`src/rtl/udp_tx_sched.sv`:
```
// udp_tx_sched: round-robin sharing of one udp_send core; req->start in 2 clk, then WAIT for done/timeout and GAP.
// Requests latch into pend (repeats while pending are counted as drops); `define UDP_SCHED_PRIO_EN gives requester 0 strict priority.
module udp_tx_sched #(
  parameter int NREQ = 4,
  parameter int NSZ  = 7,
  parameter int GAP  = 96,
  parameter int TMO  = 65535,
  parameter int NG   = 7,
  parameter int NT   = 16
) (
  input  logic              clk,
  input  logic              rst_n,
  input  logic [NREQ-1:0]   req,
  input  logic [8*NREQ-1:0] pay_byte,
  input  logic [NSZ-1:0]    addr,
  input  logic              done,
  output logic              start,
  output logic [7:0]        payload,
  output logic [NREQ-1:0]   gnt,
  output logic              busy,
  output logic [NREQ-1:0]   pend,
  output logic [15:0]       drop_cnt,
  output logic              tmo_err
);
  localparam int RW = (NREQ > 1) ? $clog2(NREQ) : 1;
  localparam logic [NG-1:0] GAP_LAST = (GAP == 0) ? '0 : NG'(GAP - 1);
  localparam logic [NT-1:0] TMO_LAST = NT'(TMO - 1);

  typedef enum logic [1:0] {IDLE, START, WAIT, GAPS} state_t;

  state_t          state, state_nx;
  logic [RW-1:0]   rr, rr_nx, pick, idx;
  logic            pick_vld;
  logic [NREQ-1:0] gnt_nx, clr, drops;
  logic [NG-1:0]   gcnt;
  logic [NT-1:0]   tcnt;
  logic            tmo_hit;
  logic [3:0]      ndrop;
  logic [16:0]     dsum;
  int              j;

  // Requesters read addr themselves; the scheduler never needs it.
  logic unused_addr;
  assign unused_addr = ^addr;

  always_comb begin
    pick     = rr;
    pick_vld = 1'b0;
    idx      = '0;
    j        = 0;
    // Walk backwards so the nearest set flag after rr wins.
    for (int k = NREQ; k >= 1; k--) begin
      j = int'(rr) + k;
      if (j >= NREQ) j = j - NREQ;
      idx = RW'(j);
      if (pend[idx]) begin
        pick     = idx;
        pick_vld = 1'b1;
      end
    end
`ifdef UDP_SCHED_PRIO_EN
    if (pend[0]) begin
      pick     = '0;
      pick_vld = 1'b1;
    end
`endif
  end

  always_comb begin
    state_nx = state;
    gnt_nx   = gnt;
    rr_nx    = rr;
    clr      = '0;
    start    = 1'b0;
    busy     = (state != IDLE);
    tmo_hit  = 1'b0;
    case (state)
      IDLE: begin
        if (pick_vld) begin
          state_nx = START;
          gnt_nx   = NREQ'(1) << pick;
          clr      = NREQ'(1) << pick;
`ifdef UDP_SCHED_PRIO_EN
          if (pick != '0) rr_nx = pick;
`else
          rr_nx = pick;
`endif
        end
      end
      START: begin
        start    = 1'b1;
        state_nx = WAIT;
      end
      WAIT: begin
        if (done) begin
          state_nx = GAPS;
          gnt_nx   = '0;
        end else if (tcnt == TMO_LAST) begin
          tmo_hit  = 1'b1;
          state_nx = GAPS;
          gnt_nx   = '0;
        end
      end
      GAPS: begin
        if (gcnt == GAP_LAST) state_nx = IDLE;
      end
      default: state_nx = IDLE;
    endcase
  end

  // A request on the granting edge re-arms pend and is not a drop.
  always_comb begin
    drops = req & pend & ~clr;
    ndrop = '0;
    for (int i = 0; i < NREQ; i++) ndrop = ndrop + 4'(drops[i]);
    dsum = {1'b0, drop_cnt} + {13'd0, ndrop};
  end

  always_comb begin
    payload = '0;
    for (int i = 0; i < NREQ; i++) begin
      if (gnt[i]) payload = payload | pay_byte[8*i +: 8];
    end
  end

  always_ff @(posedge clk or negedge rst_n) begin
    if (!rst_n) begin
      state    <= IDLE;
      gnt      <= '0;
      rr       <= RW'(NREQ - 1);
      pend     <= '0;
      drop_cnt <= '0;
      tmo_err  <= 1'b0;
      tcnt     <= '0;
      gcnt     <= '0;
    end else begin
      state    <= state_nx;
      gnt      <= gnt_nx;
      rr       <= rr_nx;
      pend     <= (pend & ~clr) | req;
      drop_cnt <= dsum[16] ? 16'hFFFF : dsum[15:0];
      if (tmo_hit) tmo_err <= 1'b1;
      tcnt     <= (state == WAIT) ? tcnt + NT'(1) : '0;
      gcnt     <= (state == GAPS) ? gcnt + NG'(1) : '0;
    end
  end
endmodule

```
`config.mk`:
```
export PLATFORM = sky130hd
export DESIGN_NAME = udp_tx_sched
export DESIGN_NICKNAME = d
export VERILOG_FILES = /design/src/rtl/udp_tx_sched.sv
export SDC_FILE = /design/constraint.sdc
export NUM_CORES = 1
export LEC_CHECK = 0
export CORE_MARGIN = 2
export CORE_UTILIZATION = 43
export DETAILED_ROUTE_END_ITERATION = 8
export HOLD_SLACK_MARGIN = 0.02
export PLACE_DENSITY = 0.76
export SYNTH_ARGS = -nofsm -noshare
export SYNTH_HDL_FRONTEND = slang
export SYNTH_SLANG_ARGS = --single-unit
```
`constraint.sdc`:
```
create_clock -name clk -period 3.4 [get_ports clk]
set_input_delay 0.34 -clock clk [delete_from_list [all_inputs] [get_ports clk]]
set_output_delay 0.34 -clock clk [all_outputs]
set_load 0.01 [all_outputs]
```
; Yosys cells after proc, flatten, opt, wreduce, memory -nomap -nowiden
; Index checks and enable logic that the tools add are counted.
[totals]
elab_cells = 95
register_bits = 52
out_inout_bits = 35
input_bits = 46
[classes]
order_cmp = 8
bitwise = 8
mux = 42
n_reduce_logical = 6
n_shift = 1
eq_ne = 8
n_addsub = 14
[op_table]
columns = op, count
row1 = 16-bit two-way mux, 2
row2 = 8-bit two-way mux, 4
row3 = 2-bit two-way mux, 12
row4 = 8-bit OR, 3
row5 = 4-bit two-way mux, 5
row6 = 16-bit by 4-bit adder with 17-bit output, 1
row7 = "16-bit by 1-bit adder with 16-bit output, second input constant", 1
row8 = "16-bit equality test, second input constant", 1
row9 = 4-bit bitwise AND, 3
row10 = "2-bit by 3-bit less-than comparator with 1-bit output, second input constant", 4
row11 = 1-bit two-way mux, 12
row12 = "3-bit greater-or-equal comparator, second input constant", 3
row13 = 1-bit binary-select mux with 2-bit select, 4
row14 = 2-bit one-hot mux with 4 select lines, 1
row15 = 4-bit one-hot mux with 2 select lines, 1
row16 = "2-bit by 1-bit subtractor with 2-bit output, second input constant", 4
row17 = "7-bit by 1-bit adder with 7-bit output, second input constant", 1
row18 = "7-bit equality test, second input constant", 1
row19 = 7-bit two-way mux, 1
row20 = "2-bit by 2-bit adder with 3-bit output, second input constant", 2
row21 = 3-bit AND reduction, 2
row22 = "2-bit by 3-bit adder with 4-bit output, second input constant", 1
row23 = 3-bit by 1-bit adder with 4-bit output, 1
row24 = "2-bit equality test, second input constant", 2
row25 = 13 further kinds, 15

; Depth between registers and ports, before layout
[depth]
ltp_word = 19
ltp_mapped = 14
depth_no_buf = 14

; Worst setup path before layout
; No wires, ideal clock.
[synth_path]
kind = reg2reg
startpoint = register rr[1]
endpoint = register drop_cnt[11]
path_buffers = 0
synth_period_minus_slack_ns = 3.447
setup_ns = 0.077
t_arrival_ns = 3.370
setup_slack_ns = -0.047
path_stages_with_launch = 14
required_time_ns = 3.323
cell_sequence = dfstp_2 > mux2i_1 > nor2_1 > or3_1 > o211ai_1 > fa_1 > fa_1 > inv_1 > fa_1 > inv_1 > nor3_4 > nand3_1 > and3_1 > a21oi_1
[synth_between]
elab_chain_cells = 19
elab_cells_between_ends = 42
classes_between = add/sub: 12 / order compare: 4 / shift: 1 / mux: 23 / bitwise: 2
[synth_lines]
columns = item, line_no
row1 = start: declaration, 32  ; logic [RW-1:0] rr, rr_nx, pick, idx;
row2 = start signal: assignment, 130  ; rr <= RW'(NREQ - 1);
row3 = start signal: assignment, 139  ; rr <= rr_nx;
row4 = 2-bit by 3-bit adder with 4-bit output, 53  ; j = int'(rr) + k;
row5 = 4-bit by 3-bit greater-or-equal comparator with 1-bit output / 2-bit by 1-bit subtractor with 2-bit output (equally long branches), 54  ; if (j >= NREQ) j = j - NREQ;
row6 = 2-bit two-way mux, 54
row7 = 1-bit binary-select mux with 2-bit select, 56  ; if (pend[idx]) begin
row8 = 1-bit two-way mux (not written as such), 56
row9 = 2-bit two-way mux (4 in a row), 56
row10 = 1-bit by 2-bit left shift with 4-bit output, 82  ; clr = NREQ'(1) << pick;
row11 = 4-bit two-way mux *, 79  ; if (pick_vld) begin
row12 = 4-bit two-way mux *, 77  ; case (state)
row13 = 4-bit inverter *, 113  ; drops = req & pend & ~clr;
row14 = 4-bit bitwise AND *, 113
row15 = 1-bit by 1-bit adder with 2-bit output, 115  ; for (int i = 0; i < NREQ; i++) ndrop = ndrop + 4'(drops[i]);
row16 = 2-bit by 1-bit adder with 3-bit output, 115
row17 = 3-bit by 1-bit adder with 4-bit output *, 115
row18 = 16-bit by 4-bit adder with 17-bit output *, 116  ; dsum = {1'b0, drop_cnt} + {13'd0, ndrop};
row19 = 16-bit two-way mux *, 141  ; drop_cnt <= dsum[16] ? 16'hFFFF : dsum[15:0];
row20 = end signal: assignment, 141
row21 = end: declaration, 22  ; output logic [15:0] drop_cnt,
; Every way passes the cells marked *; elsewhere a longest branch is shown, timed or not. The select of a mux whose other input is x is not followed.
; A chain may end at the register's enable or synchronous reset.

; Worst setup path in the final report
[layout_path]
startpoint = register rr[1]
endpoint = register drop_cnt[15]
; The elaborated chain is that of the path after synthesis.

==> results.md <==
* Die Ht at 85.6 µm
* Routed vias at 2,422
* Xor/xnor share of the synthesized area at 6.43%
* Share of cells above drive strength 1 at 13.6%
* CTS Buf Count at 5
* Fin. Hold Viols at 0
* CTS Sinks at 52
* Final Slew Violations at 0
* Latest clock arrival within the worst-skew pair at 0.30 ns
* Detailed-route DRC error count at 0
* Via count of the first global-routing pass at 2,432
* First-pass GRT wire length at 10.9 mm
* Multi-input gate area at 1520 µm²
* Post-synthesis cell count at 285
* Netlist cell types at 49
* Initial antenna violation count at 0
* Clock skew at 0.00616 ns
* Combinational fraction of design power at 49.5%
* Slew @ Worst Pin at 0.607 ns
* Clock share of power at 16.3%
* Synth Area in Adders at 5.60%
* Switching share of power at 36.1%
* Power density cells at 685 nW/µm²
* # setup viols final at 0
* Cell Area, Synth at 2860 µm²
* Fraction of the mapped netlist area in simple logic gates at 24.1%
* Syn nets at 342
* Multiplexer share of the synthesized area at 1.49%
* Critical Path AT at 3.52 ns
* Rel. slew slack at 59.6%
* Share of the synthesized area in the top cell type at 43.7%
* Sw power at 978 µW
* Crit-path max FO at 6
* Critical Path End Type: flip-flop
* IO Count at 81
* Unrepaired setup endpoints after global routing: yes
* Largest family of logic cells by synthesized area: simple AND/OR/NAND/NOR gates
* Ant. Diodes at 0
* Clock Tree Root: clkbuf_8
* Crit share post-route at 97.6%
* Startpoint types: flip-flop
* Routed wire length at 6.27 mm
* Overall global routing resource usage at 18.3%
* Vias/cell at 5.35
* Setup CP Type: flip-flop to flip-flop
* Die area at 7320 µm²
* Area leader, netlist: dfrtp_1
* CORE AREA at 6390 µm²
* GP Congestion at 0.809
* Layout area overhead at 38.2%
* Routed wire per std cell at 13.8 µm
* CTS max path bufs at 2
* Storage element area at 1300 µm²
* Worst endpoint required time at 3.60 ns
* Status: completed
* FILL cells at 534
* DRT iter0 DRCs at 77
* Max-cap viol count at 0
* Sequential Power Share at 34.2%
* Number of core rows at 29
* LEAKAGE at 1.75 nW
* Die X at 85.6 µm
* Pint at 1.73 mW
* Seq/Total Area, Yosys at 45.6%
* Pin count of the biggest net entering global routing at 29
* Starting Density at 44.8%
* HP Class: input port to asynchronous set/reset pin
* Period minus WS final at 3.32 ns
* CTS tree: done
* Ys Warns at 0
* CTS clk-pin slew, worst paths at 0.09 ns
* ANT nets after route at 0
* Final net count at 432
* DPL Wire Length at 4.76 mm
* Detailed Routing Iterations Pass 1 at 4
* Synth Area in Compound Gates at 13.9%
* Peak supply drop at 0.000432 V
* IO Port Bufs at 73
* Avg Cell Area, Syn at 10.0 µm²
* Setup TNS at 0 ns
* Gr ovfl total at 0
* Max Fclk at 301 MHz
* Seq cells post-synth at 52
* H-tree levels at 2
* Hold Slack at 0.0316 ns
* Top post-synthesis cells by area: dfrtp_1, xnor2_1, a22oi_1
cells by family (layout without fill, tap and decap cells):
family | Yosys count | in the layout
xor+xnor | 21 | 21
flops | 52 | 52
compound gates | 58 | 58
simple gates | 117 | 117
mux | 4 | 4
fa+ha+maj | 11 | 11
buf+inv | 22 | 113
cell usage after synthesis (all sizes together):
master and instances:
a2bb2oi 1, nand3 16, nand4 4, a31oi 1, nor3 5, fa 3
nand3b 1, nand2 31, o31ai 2, mux2 2, a21o 2, mux2i 2
dfrtp 50, o31a 1, ha 8, and4 4, buf 3, nand2b 9
and3 9, o21ai 13, and2 13, clkbuf 5, inv 14, o2bb2ai 4
a21bo 1, nor2 8, nor4 2, or3 6, xnor2 14, and3b 2
a22oi 16, o221ai 1, xor2 7, dfstp 2, a21boi 4, o211ai 3
nor2b 7, a21oi 8, o211a 1
layout by cell type (no fill, tap or decap), types with 7 or more instances in the layout:
cell	Yosys	final
xnor2_1	14	14
nor2b_1	7	7
nand2b_1	9	9
clkdlybuf4s50_1	0	72
ha_1	8	8
nor2_1	7	7
and3_1	9	8
a21oi_1	8	8
nand2_1	31	31
and2_1	13	13
nand3_1	14	11
buf_4	0	17
xor2_1	7	7
dfrtp_1	50	50
o21ai_0	13	11
inv_1	14	12
a22oi_1	16	16
cell type report:
type                            count  share of cell area, %
Multi-Input combinational cell    211                   38.3
Clock buffer                        6                   2.09
Sequential cell                    52                   33.0
Tap cell                           77                   2.44
Timing Repair Buffer               91                   21.9
Inverter                           14                   1.33
Clock inverter                      2                  0.981
final timing paths:
path | from | to | slack [ns] | cells after the start
worst min-delay path | rst_n | drop_cnt[15]$_DFF_PN0_ | 0.03 | 1
max in group asynchronous | rst_n | gcnt[4]$_DFF_PN0_ | 2.61 | 2
worst max register to register | rr[1]$_DFFE_PN1P_ | drop_cnt[15]$_DFF_PN0_ | 0.08 | 11
min in group clk | gcnt[0]$_DFF_PN0_ | gcnt[0]$_DFF_PN0_ | 0.49 | 1
worst max-delay path | rr[1]$_DFFE_PN1P_ | drop_cnt[15]$_DFF_PN0_ | 0.08 | 11
worst min register to register | gcnt[0]$_DFF_PN0_ | gcnt[0]$_DFF_PN0_ | 0.49 | 1
metal layers:
layer  routed length [µm]  vias up  global-route usage, %
met2                 3110       66                   32.3
met3                  352       12                   3.27
met1                 2700     1168                   22.3
met4                  106        0                   6.78
met5                    0        -                      0
li1                     -     1176                      -
critical path, cell delays in order (launching register included):
cell      delay, ns
dfstp_2        0.59
mux2i_1        0.19
nor2_1         0.07
or3_4          0.37
o211ai_1       0.22
fa_1           0.47
fa_2           0.37
nand2b_1       0.17
a21o_2         0.28
nor2_8         0.09
nand4_1        0.11
mux2_2         0.29
power by group through the flow:
stage	Clock (mW)	Combinational [mW]	Sequential (mW)
floorplan	0	0.687	0.926
global route	0.478	1.51	0.953
detailed placement	0	1.29	0.941
CTS	0.454	1.34	0.927
finish	0.441	1.34	0.926
global placement	0	1.25	0.933
per-stage QoR:
stage	worst slack (ns)	area (µm²)	instances	power (mW)	util, %
after floorplan	0.0487	2870	285	1.61	-
after global placement	-0.0388	3770	442	2.19	59.0
after detailed placement	-0.129	3770	442	2.23	59.0
after CTS	-0.0320	3940	453	2.72	61.7
after global routing	-0.105	3950	453	2.94	61.9
final	0.0825	3950	453	2.71	61.9
repair_timing:
action	4_1_cts	5_1_grt
resized for setup	8	5
endpoints found under the setup margin	16	16
pin swaps	8	6
hold buffers	0	0
buffers inserted	3	0
registers in the layout (all words and copies together), names as in the netlist:
name and flops:
pend 4, drop_cnt 16, gnt 4, tmo_err 1
rr 2, state 2, gcnt 7, tcnt 16
Note: power is estimated with default switching activity, not from simulation.
